<file path="config.mk">
export PLATFORM = sky130hd
export DESIGN_NAME = pipeline_ctrl_flat
export DESIGN_NICKNAME = d
export VERILOG_FILES = /design/src/rtl/pipe_ctrl_pkg.sv /design/src/rtl/pipeline_ctrl_if.sv /design/src/rtl/pipeline_ctrl_hazard_detect.sv /design/src/rtl/pipeline_ctrl.sv /design/src/flat_wrapper.sv
export SDC_FILE = /design/constraint.sdc
export NUM_CORES = 1
export LEC_CHECK = 0
export ABC_AREA = 1
export CAP_MARGIN = 20
export CORE_UTILIZATION = 30
export CTS_CLUSTER_SIZE = 25
export DETAILED_ROUTE_END_ITERATION = 8
export HOLD_SLACK_MARGIN = 0.1
export MAX_ROUTING_LAYER = met4
export SLEW_MARGIN = 20
export SYNTH_ARGS = -nofsm -noshare
export SYNTH_HDL_FRONTEND = slang
export SYNTH_SLANG_ARGS = --single-unit
</file>
<file path="constraint.sdc">
create_clock -name clk -period 6.8 [get_ports clk]
set_input_delay 1.36 -clock clk [delete_from_list [all_inputs] [get_ports clk]]
set_output_delay 1.36 -clock clk [all_outputs]
set_load 0.01 [all_outputs]
</file>
<file path="src/rtl/pipe_ctrl_pkg.sv">
// Shared types for the pipeline stall/flush scheduler: FSM states and the
// register-control bundle driven to the PC and the four pipeline registers.
package pipe_ctrl_pkg;

  typedef enum logic [0:0] {
    StRun,
    StDwait
  } state_e;

  typedef struct packed {
    logic pc_en;
    logic if_id_en;
    logic id_ex_en;
    logic ex_mem_en;
    logic mem_wb_en;
    logic if_id_clr;
    logic id_ex_clr;
    logic mem_wb_clr;
  } ctrl_t;

  // Driven while rst is high: nothing loads, nothing clears.
  localparam ctrl_t CtrlReset = '0;

  localparam ctrl_t CtrlRun = '{
    pc_en:      1'b1,
    if_id_en:   1'b1,
    id_ex_en:   1'b1,
    ex_mem_en:  1'b1,
    mem_wb_en:  1'b1,
    if_id_clr:  1'b0,
    id_ex_clr:  1'b0,
    mem_wb_clr: 1'b0
  };

endpackage

</file>
<file path="src/rtl/pipeline_ctrl_if.sv">
// Hazard inputs and register-control outputs between the pipeline datapath
// (master) and the stall/flush scheduler (slave).
interface pipeline_ctrl_if #(
  parameter int unsigned REG_ADDR_WIDTH = 5,
  parameter int unsigned CNT_WIDTH      = 32
);
  logic [REG_ADDR_WIDTH-1:0] id_rs1;
  logic [REG_ADDR_WIDTH-1:0] id_rs2;
  logic                      id_uses_rs1;
  logic                      id_uses_rs2;
  logic [REG_ADDR_WIDTH-1:0] ex_rd;
  logic                      ex_mem_read;
  logic                      ex_pc_src;
  logic                      imem_ready;
  logic                      mem_req;
  logic                      mem_ack;

  logic                      pc_en;
  logic                      if_id_en;
  logic                      id_ex_en;
  logic                      ex_mem_en;
  logic                      mem_wb_en;
  logic                      if_id_clr;
  logic                      id_ex_clr;
  logic                      mem_wb_clr;
  logic [CNT_WIDTH-1:0]      stall_cycles;
  logic [CNT_WIDTH-1:0]      flush_count;
  logic                      mem_timeout;

  modport master (
    output id_rs1, id_rs2, id_uses_rs1, id_uses_rs2, ex_rd, ex_mem_read, ex_pc_src,
           imem_ready, mem_req, mem_ack,
    input  pc_en, if_id_en, id_ex_en, ex_mem_en, mem_wb_en, if_id_clr, id_ex_clr,
           mem_wb_clr, stall_cycles, flush_count, mem_timeout
  );

  modport slave (
    input  id_rs1, id_rs2, id_uses_rs1, id_uses_rs2, ex_rd, ex_mem_read, ex_pc_src,
           imem_ready, mem_req, mem_ack,
    output pc_en, if_id_en, id_ex_en, ex_mem_en, mem_wb_en, if_id_clr, id_ex_clr,
           mem_wb_clr, stall_cycles, flush_count, mem_timeout
  );

endinterface

</file>
<file path="src/rtl/pipeline_ctrl_hazard_detect.sv">
// Load-use compare: a load in EX whose destination is read by the ID instruction.
module hazard_detect #(
  parameter int unsigned REG_ADDR_WIDTH = 5
) (
  input  logic [REG_ADDR_WIDTH-1:0] id_rs1_i,
  input  logic [REG_ADDR_WIDTH-1:0] id_rs2_i,
  input  logic                      id_uses_rs1_i,
  input  logic                      id_uses_rs2_i,
  input  logic [REG_ADDR_WIDTH-1:0] ex_rd_i,
  input  logic                      ex_mem_read_i,
  output logic                      load_use_o
);

  logic rs1_hit;
  logic rs2_hit;

  always_comb begin
    rs1_hit    = id_uses_rs1_i && (id_rs1_i == ex_rd_i);
    rs2_hit    = id_uses_rs2_i && (id_rs2_i == ex_rd_i);
    // x0 is hardwired to zero, so a load targeting it never creates a dependency.
    load_use_o = ex_mem_read_i && (ex_rd_i != '0) && (rs1_hit || rs2_hit);
  end

endmodule

</file>
<file path="src/rtl/pipeline_ctrl.sv">
// Stall/flush scheduler for the 5-stage pipeline: priority mux over data freeze,
// branch flush, load-use and fetch wait, plus perf counters and a dmem watchdog.
module pipeline_ctrl
  import pipe_ctrl_pkg::*;
#(
  parameter int unsigned REG_ADDR_WIDTH = 5,
  parameter int unsigned CNT_WIDTH      = 32,
  parameter int unsigned DMEM_TIMEOUT   = 256
) (
  input logic           clk,
  input logic           rst,
  pipeline_ctrl_if.slave bus
);

  localparam int unsigned WaitW = $clog2(DMEM_TIMEOUT + 1);

  logic                 load_use;
  logic                 freeze;
  ctrl_t                ctrl;
  state_e               state_q, state_d;
  logic [WaitW-1:0]     wait_q, wait_d;
  logic [CNT_WIDTH-1:0] stall_q, stall_d;
  logic [CNT_WIDTH-1:0] flush_q, flush_d;
  logic                 timeout_q, timeout_d;

  hazard_detect #(
    .REG_ADDR_WIDTH (REG_ADDR_WIDTH)
  ) u_hazard_detect (
    .id_rs1_i      (bus.id_rs1),
    .id_rs2_i      (bus.id_rs2),
    .id_uses_rs1_i (bus.id_uses_rs1),
    .id_uses_rs2_i (bus.id_uses_rs2),
    .ex_rd_i       (bus.ex_rd),
    .ex_mem_read_i (bus.ex_mem_read),
    .load_use_o    (load_use)
  );

  // A DWAIT cycle with mem_ack high is not a freeze: it runs as a normal RUN cycle.
  always_comb begin
    freeze = !bus.mem_ack && ((state_q == StDwait) || bus.mem_req);
    ctrl   = CtrlRun;
    if (rst) begin
      ctrl = CtrlReset;
    end else if (freeze) begin
      ctrl.pc_en      = 1'b0;
      ctrl.if_id_en   = 1'b0;
      ctrl.id_ex_en   = 1'b0;
      ctrl.ex_mem_en  = 1'b0;
      ctrl.mem_wb_clr = 1'b1;
    end else if (bus.ex_pc_src) begin
      ctrl.if_id_clr = 1'b1;
      ctrl.id_ex_clr = 1'b1;
    end else if (load_use) begin
      ctrl.pc_en     = 1'b0;
      ctrl.if_id_en  = 1'b0;
      ctrl.id_ex_clr = 1'b1;
    end else if (!bus.imem_ready) begin
      ctrl.pc_en     = 1'b0;
      ctrl.if_id_clr = 1'b1;
    end
  end

  always_comb begin
    state_d = freeze ? StDwait : StRun;
    wait_d  = wait_q;
    if (state_q == StDwait) begin
      if (wait_q != WaitW'(DMEM_TIMEOUT)) begin
        wait_d = wait_q + WaitW'(1);
      end
    end else if (freeze) begin
      wait_d = '0;
    end
    timeout_d = timeout_q || (wait_d == WaitW'(DMEM_TIMEOUT));

    stall_d = stall_q;
    if (!ctrl.pc_en && (stall_q != '1)) begin
      stall_d = stall_q + CNT_WIDTH'(1);
    end
    flush_d = flush_q;
    if (!freeze && bus.ex_pc_src && (flush_q != '1)) begin
      flush_d = flush_q + CNT_WIDTH'(1);
    end
  end

  always_ff @(posedge clk or posedge rst) begin
    if (rst) begin
      state_q   <= StRun;
      wait_q    <= '0;
      stall_q   <= '0;
      flush_q   <= '0;
      timeout_q <= 1'b0;
    end else begin
      state_q   <= state_d;
      wait_q    <= wait_d;
      stall_q   <= stall_d;
      flush_q   <= flush_d;
      timeout_q <= timeout_d;
    end
  end

  assign bus.pc_en        = ctrl.pc_en;
  assign bus.if_id_en     = ctrl.if_id_en;
  assign bus.id_ex_en     = ctrl.id_ex_en;
  assign bus.ex_mem_en    = ctrl.ex_mem_en;
  assign bus.mem_wb_en    = ctrl.mem_wb_en;
  assign bus.if_id_clr    = ctrl.if_id_clr;
  assign bus.id_ex_clr    = ctrl.id_ex_clr;
  assign bus.mem_wb_clr   = ctrl.mem_wb_clr;
  assign bus.stall_cycles = stall_q;
  assign bus.flush_count  = flush_q;
  assign bus.mem_timeout  = timeout_q;

endmodule

</file>
<file path="src/flat_wrapper.sv">
// flat-port wrapper written by rule: the top's interface ports become plain ports
module pipeline_ctrl_flat import pipe_ctrl_pkg::*;
#(
  parameter int unsigned REG_ADDR_WIDTH = 5,
  parameter int unsigned CNT_WIDTH      = 32,
  parameter int unsigned DMEM_TIMEOUT   = 256
)
  (clk, rst, bus_id_rs1, bus_id_rs2, bus_id_uses_rs1, bus_id_uses_rs2, bus_ex_rd, bus_ex_mem_read, bus_ex_pc_src, bus_imem_ready, bus_mem_req, bus_mem_ack, bus_pc_en, bus_if_id_en, bus_id_ex_en, bus_ex_mem_en, bus_mem_wb_en, bus_if_id_clr, bus_id_ex_clr, bus_mem_wb_clr, bus_stall_cycles, bus_flush_count, bus_mem_timeout);
  pipeline_ctrl_if #(.REG_ADDR_WIDTH(REG_ADDR_WIDTH), .CNT_WIDTH(CNT_WIDTH)) bus_i ();
  input logic clk;
  input logic rst;
  input wire logic [$bits(bus_i.id_rs1)-1:0] bus_id_rs1;
  input wire logic [$bits(bus_i.id_rs2)-1:0] bus_id_rs2;
  input wire logic [$bits(bus_i.id_uses_rs1)-1:0] bus_id_uses_rs1;
  input wire logic [$bits(bus_i.id_uses_rs2)-1:0] bus_id_uses_rs2;
  input wire logic [$bits(bus_i.ex_rd)-1:0] bus_ex_rd;
  input wire logic [$bits(bus_i.ex_mem_read)-1:0] bus_ex_mem_read;
  input wire logic [$bits(bus_i.ex_pc_src)-1:0] bus_ex_pc_src;
  input wire logic [$bits(bus_i.imem_ready)-1:0] bus_imem_ready;
  input wire logic [$bits(bus_i.mem_req)-1:0] bus_mem_req;
  input wire logic [$bits(bus_i.mem_ack)-1:0] bus_mem_ack;
  output wire logic [$bits(bus_i.pc_en)-1:0] bus_pc_en;
  output wire logic [$bits(bus_i.if_id_en)-1:0] bus_if_id_en;
  output wire logic [$bits(bus_i.id_ex_en)-1:0] bus_id_ex_en;
  output wire logic [$bits(bus_i.ex_mem_en)-1:0] bus_ex_mem_en;
  output wire logic [$bits(bus_i.mem_wb_en)-1:0] bus_mem_wb_en;
  output wire logic [$bits(bus_i.if_id_clr)-1:0] bus_if_id_clr;
  output wire logic [$bits(bus_i.id_ex_clr)-1:0] bus_id_ex_clr;
  output wire logic [$bits(bus_i.mem_wb_clr)-1:0] bus_mem_wb_clr;
  output wire logic [$bits(bus_i.stall_cycles)-1:0] bus_stall_cycles;
  output wire logic [$bits(bus_i.flush_count)-1:0] bus_flush_count;
  output wire logic [$bits(bus_i.mem_timeout)-1:0] bus_mem_timeout;
  assign bus_i.id_rs1 = bus_id_rs1;
  assign bus_i.id_rs2 = bus_id_rs2;
  assign bus_i.id_uses_rs1 = bus_id_uses_rs1;
  assign bus_i.id_uses_rs2 = bus_id_uses_rs2;
  assign bus_i.ex_rd = bus_ex_rd;
  assign bus_i.ex_mem_read = bus_ex_mem_read;
  assign bus_i.ex_pc_src = bus_ex_pc_src;
  assign bus_i.imem_ready = bus_imem_ready;
  assign bus_i.mem_req = bus_mem_req;
  assign bus_i.mem_ack = bus_mem_ack;
  assign bus_pc_en = bus_i.pc_en;
  assign bus_if_id_en = bus_i.if_id_en;
  assign bus_id_ex_en = bus_i.id_ex_en;
  assign bus_ex_mem_en = bus_i.ex_mem_en;
  assign bus_mem_wb_en = bus_i.mem_wb_en;
  assign bus_if_id_clr = bus_i.if_id_clr;
  assign bus_id_ex_clr = bus_i.id_ex_clr;
  assign bus_mem_wb_clr = bus_i.mem_wb_clr;
  assign bus_stall_cycles = bus_i.stall_cycles;
  assign bus_flush_count = bus_i.flush_count;
  assign bus_mem_timeout = bus_i.mem_timeout;
  pipeline_ctrl #(.REG_ADDR_WIDTH(REG_ADDR_WIDTH), .CNT_WIDTH(CNT_WIDTH), .DMEM_TIMEOUT(DMEM_TIMEOUT)) u_core (.clk(clk), .rst(rst), .bus(bus_i));
endmodule
</file>
==> metrics, run 1 <==
Sequential Area 1880 um2; most common cell after layout, fill and taps aside nand2_1; Clock transition at path regs approximately 0.060 ns; gp weighted congestion 0.965; count of final setup violators 0; Final Non-Filler Cells ~1100; layout overhead on the synthesized area 29.8%; CP Depth 9; layout cells sized above 1 0.0366; Pins Over Slew Limit 0; nets@finish 870; slew margin rel. 0.527; Placed Cells 1046; largest net degree at the start of global routing 76; Initial Utilization 0.311; Setup TNS Final 0 ns; Num CTS Buffers 9; DRC errors left 0; clk sink count 75; Power Density 222 nW/um2; Layout fillers 1706; Worst Setup SP bus_ex_rd[3]; most frequent cells in the layout nand2_1 (277), clkdlybuf4s50_1 (96), nor2_1 (94), inv_1 (76), dfrtp_1 (75); CP max FO 34; vias per cell 4.57; worst-margin pin slew 0.708 ns; global-route wire length before repair 22900 um; Netlist Area Pre-Place 5010 um2; slowest CP cell clkdlybuf4s50_1; Yosys warning count 0; Die Wd 131 um; Syn Inst Count 748; Die Ht 131 um; Vias approximately 5000; Max Fclk 200 MHz; fin crit period 5.00 ns; synthesized net count 776; max cap viols 0; Worst EP required 5.44 ns; worst setup skew after layout 0.00600 ns; TritonCTS clock tree yes; Worst setup SP type input port; Reg-to-Reg Start u_core.bus.stall_cycles[0]; core area between 15000 and 20000 um2; post-CTS resize count 0; die area ~17000 um2; global route overflow 0; worst min-delay path class reg2reg; cell accounting for the most synthesized area dfrtp_1; final hold viol count 0; FF-to-FF path depth 11; post-synthesis register bit count 75; Worst Path Arrival roughly 3.6 ns; # H-tree levels 3; number of post-CTS setup repair buffers 0; status completed; CP endpoint kind output pin; # diodes 0; WP buf/inv 5; HPWL after DPL 10300 um; initial drt markers 234; cell family with most CP delay buffers and inverters; hold wc startpoint u_core.bus.mem_timeout; gr usage total 0.171; worst vdd ir 129 uV; DRT Pass-1 Iters 4; Multi-input gate area ~2700 um2; worst skew pair latency ~0.35 ns; deepest clock path buffer count 2; P_leak 3.05 nW; share of the cycle needed by the critical path after routing 0.735; syn avg cell area around 6.7 um2; ANT nets after route 0; Root Buffer clkbuf_16; Distinct cells, synth 25; area share of the leading cell type in the synthesized netlist 0.374; sequential area share after synthesis 0.374; initial antenna violation count 0; Largest stage delay, worst path approximately 0.56 ns; RSZ-0062 raised after global routing false; crit path cell chain clkdlybuf4s50_1, inv_1, nand4_1, o21ai_0, inv_1, nand3_1, nand3_2, inv_1, clkdlybuf4s50_1; # hold bufs at CTS 0; vias in the first global route 4579; synth top area cells dfrtp_1 (37%), nand2_1 (21%), xor2_1 (7.9%); critical path class in2out; Hold Path Depth 2; Avg WL per Cell 12.7 um; Detailed Route WL 13600 um; most frequent CP cell inv_1; Std-Cell Rows 46; Ports 97; Port Buf Inserts 96
==> sequential cells by signal, summed over array words and instances, names as in the netlist <==
register,flops
u_core.bus.mem_timeout,1
u_core.state_q,1
u_core.bus.flush_count,32
u_core.bus.stall_cycles,32
u_core.wait_q,9
==> stage by stage <==
stage               cell area, um2  power [mW]  setup slack [ns]  hold WS [ns]   util
floorplan                     5010       0.761              2.48         0.500      -
global placement              6160       0.926              1.81         0.451  0.382
detailed placement            6160       0.930              1.77         0.454  0.382
CTS                           6490        1.46              1.76         0.470  0.402
global route                  6510        1.53              1.54         0.508  0.404
finish                        6510        1.45              1.80         0.462  0.404
==> tightest hold or removal path, cell delays in order (launching register included) <==
cell and delay, ns:
dfrtp_1 0.34, inv_1 0.04, nand2_1 0.05
==> layout make-up <==
type | count | area share
multi-input combinational | 579 | 0.423
sequential | 75 | 0.288
inverter | 79 | 0.0458
timing repair buffer | 98 | 0.152
tap | 216 | 0.0415
clock buffer | 9 | 0.0346
clock inverter | 7 | 0.0152
==> cells in the mapped netlist <==
cell / instances
a21oi_1: 4
buf_2: 6
buf_4: 1
buf_6: 3
clkbuf_1: 5
dfrtp_1: 75
ha_1: 4
inv_1: 77
inv_2: 2
nand2_1: 277
nand2_2: 1
nand2_4: 3
nand3_1: 66
nand3_2: 2
nand4_1: 10
nor2_1: 94
nor2_2: 3
nor2_4: 1
nor3_1: 34
nor4_1: 1
o21ai_0: 16
o21ai_1: 1
o31ai_1: 1
xnor2_1: 16
xor2_1: 45
==> power by group <==
part           switching (mW)  leakage (nW)  internal [mW]  total (mW)
Sequential             0.0793          1.01          0.500       0.579
Clock                   0.202         0.157          0.324       0.526
Combinational           0.177          1.89          0.165       0.342
==> final timing paths <==
kind	slack (ns)	end
max in group asynchronous	4.64	u_core.bus.stall_cycles[12]
max reg2reg	4.04	u_core.bus.stall_cycles[23]
min in group asynchronous	1.57	u_core.wait_q[3]
max	1.80	bus_pc_en
min reg2reg	0.46	u_core.bus.mem_timeout
min	0.46	u_core.bus.mem_timeout
==> per-layer routing <==
metal / wire length [um] / up-vias / GRT usage
met5: 0 / - / -
met4: 245 / 0 / 0.0562
met2: 6380 / 98 / 0.279
met1: 6360 / 2218 / 0.211
li1: - / 2527 / -
met3: 567 / 18 / 0.0351
==> logic make-up after synthesis <==
group / Yosys count / share of synthesized area
simple gates: 492 / 0.409
buf+inv: 94 / 0.0771
flops: 75 / 0.374
xor+xnor: 61 / 0.107
compound gates: 22 / 0.0225
fa+ha+maj: 4 / 0.00999
(Power assumes the default switching activity.)
==> run 2: changes to the inputs <==
Clock period 6.8 ns to 4.35 ns, I/O delays scaled along.
==> run 2 against run 1 <==
  * Sequential power up 56%
  * Combinational power up 57%
  * Clock skew about the same
  * Worst hold slack improved by 0.0054 ns
  * Register-to-register slack worse by 1.9 ns
  * Die area unchanged
  * Sequential share of layout area is essentially flat
  * Setup slack worse by 0.93 ns
  * Routed wire length grew 1.9%
  * Final area shrank 0.13%
  * Global-route usage grew 0.34 points
  * Critical path depth did not move
  * Highest routed layer unchanged
==> metrics, run 2 (synthesized netlist as in run 1, its figures left out) <==
most frequent cells in the layout nand2_1 (277), clkdlybuf4s50_1 (96), nor2_1 (94), inv_1 (76), dfrtp_1 (75); worst min-delay path class reg2reg; Root Buffer clkbuf_16; Die Ht 131 um (unchanged); count of final setup violators 0 (unchanged); status completed; Largest stage delay, worst path 0.55 ns (about the same); nets@finish 872 (+0.23%); WP buf/inv 4 (-1); DRC errors left 0 (unchanged); worst vdd ir 257 uV (+99%); worst skew pair latency 0.34 ns (about the same); TritonCTS clock tree yes; core area 16100 um2 (unchanged); Clock transition at path regs 0.06 ns (about the same); die area 17200 um2 (unchanged); largest net degree at the start of global routing 76 (unchanged); Worst EP required 3.48 ns (-1.96 ns); Std-Cell Rows 46 (unchanged); vias in the first global route 4632 (+1.2%); Worst Path Arrival 2.60 ns (-1.04 ns); Power Density 337 nW/um2 (+52%); layout overhead on the synthesized area 29.6%; Worst setup SP type input port; critical path class in2out; initial drt markers 323 (+38%); Die Wd 131 um (unchanged); gp weighted congestion 0.941 (-2.5%); layout cells sized above 1 0.0377 (+0.00109); vias per cell 4.63 (+1.3%); HPWL after DPL 10200 um (-0.83%); Layout fillers 1728 (+1.3%); Util after Layout 0.403 (-0.000544); Vias 4932 (+1.5%); # hold bufs at CTS 0 (unchanged); Port Buf Inserts 96 (unchanged); Num CTS Buffers 9 (unchanged); Pins Over Slew Limit 0 (unchanged); RSZ-0062 raised after global routing false; slew margin rel. 0.544 (+0.0163); Initial Utilization 0.311 (unchanged); Ports 97 (unchanged); post-CTS resize count 0 (unchanged); Max Fclk between 200 and 300 MHz; number of post-CTS setup repair buffers 0 (unchanged); ANT nets after route 0 (unchanged); clk sink count 75 (unchanged); worst-margin pin slew 0.679 ns (-0.0289 ns); most common cell after layout, fill and taps aside nand2_1; fin crit period 3.47 ns; slowest CP cell clkdlybuf4s50_1; total power 2.19 mW (+51%); # diodes 0 (unchanged); deepest clock path buffer count 2 (unchanged); Setup TNS Final 0 ns (unchanged); crit path cell chain clkdlybuf4s50_1, inv_1, nand4_1, o21ai_0, inv_1, nand3_1, nand2_1, a21oi_1, clkdlybuf4s50_1; final hold viol count 0 (unchanged); max cap viols 0 (unchanged); global route overflow 0 (unchanged); global-route wire length before repair 23300 um (+2.1%); cell family with most CP delay buffers and inverters; gr usage total 0.174 (+0.00344); P_leak 3.05 nW (-0.20%); # H-tree levels 3 (unchanged); worst setup skew after layout 0.00625 ns (+0.000246 ns); CP endpoint kind output pin; Detailed Route WL 13800 um (+1.9%); share of the cycle needed by the critical path after routing 0.799; CP max FO 3 (-91%); DRT Pass-1 Iters 7 (+3); initial antenna violation count 0 (unchanged); Avg WL per Cell 13.0 um (+1.7%)
==> run 2: cell types whose count changed in the layout (fill, tap and decap cells not counted), sizes merged <==
| cell | change |
|---|---|
| clkinvlp | +1 |
| buf | +2 |
| clkbuf | +1 |
| clkinv | +1 |
| bufinv | -1 |
| inv | -2 |
==> run 2: worst paths after layout <==
kind | startpoint | end | slack, ns | depth (start not counted)
max | bus_ex_rd[3] | bus_if_id_clr | 0.88 | 9
min | u_core.bus.mem_timeout | u_core.bus.mem_timeout | 0.47 | 2
max in group asynchronous | rst | u_core.bus.stall_cycles[10] | 2.78 | 4
min in group asynchronous | rst | u_core.wait_q[3] | 0.99 | 3
min reg2reg | u_core.bus.mem_timeout | u_core.bus.mem_timeout | 0.47 | 2
max reg2reg | u_core.state_q | u_core.bus.stall_cycles[3] | 2.10 | 8
==> run 2: area by class of cell <==
cell class                      count  area [um2]  share of cell area
Clock buffer                       10         229              0.0352
Clock inverter                      6        63.8             0.00982
Inverter                           79         298              0.0458
Sequential cell                    75        1880               0.289
Multi-Input combinational cell    579        2750               0.423
Timing Repair Buffer              100        1010               0.156
Tap cell                          216         270              0.0416
==> run 2: routing by layer <==
| metal | vias to the layer above | wire (um) | GRT usage |
|---|---|---|---|
| met2 | 134 | 6640 | 0.286 |
| met5 | - | 0 | - |
| met1 | 2262 | 6240 | 0.214 |
| met4 | 0 | 204 | 0.0478 |
| li1 | 2521 | - | - |
| met3 | 15 | 724 | 0.0413 |
==> run 2: metrics by stage <==
stage / instances / area (um2) / hold WS (ns) / setup WS [ns]
after floorplan: 748 / 5010 / 0.500 / 1.01
after global placement: 1048 / 6180 / 0.452 / 0.894
after detailed placement: 1048 / 6180 / 0.468 / 0.879
after CTS: 1064 / 6470 / 0.481 / 0.865
after global routing: 1065 / 6500 / 0.522 / 0.682
final: 1065 / 6500 / 0.467 / 0.875
==> run 2: tightest hold or removal path, stage by stage (launching register included) <==
cell and delay [ns]:
dfrtp_1 0.34, inv_1 0.04, nand2_1 0.05
==> run 2: report_power, final <==
group | switching [mW] | total (mW) | internal, mW
logic | 0.279 | 0.538 | 0.259
registers | 0.124 | 0.906 | 0.782
clock network | 0.303 | 0.747 | 0.444
total | 0.706 | 2.19 | 1.48
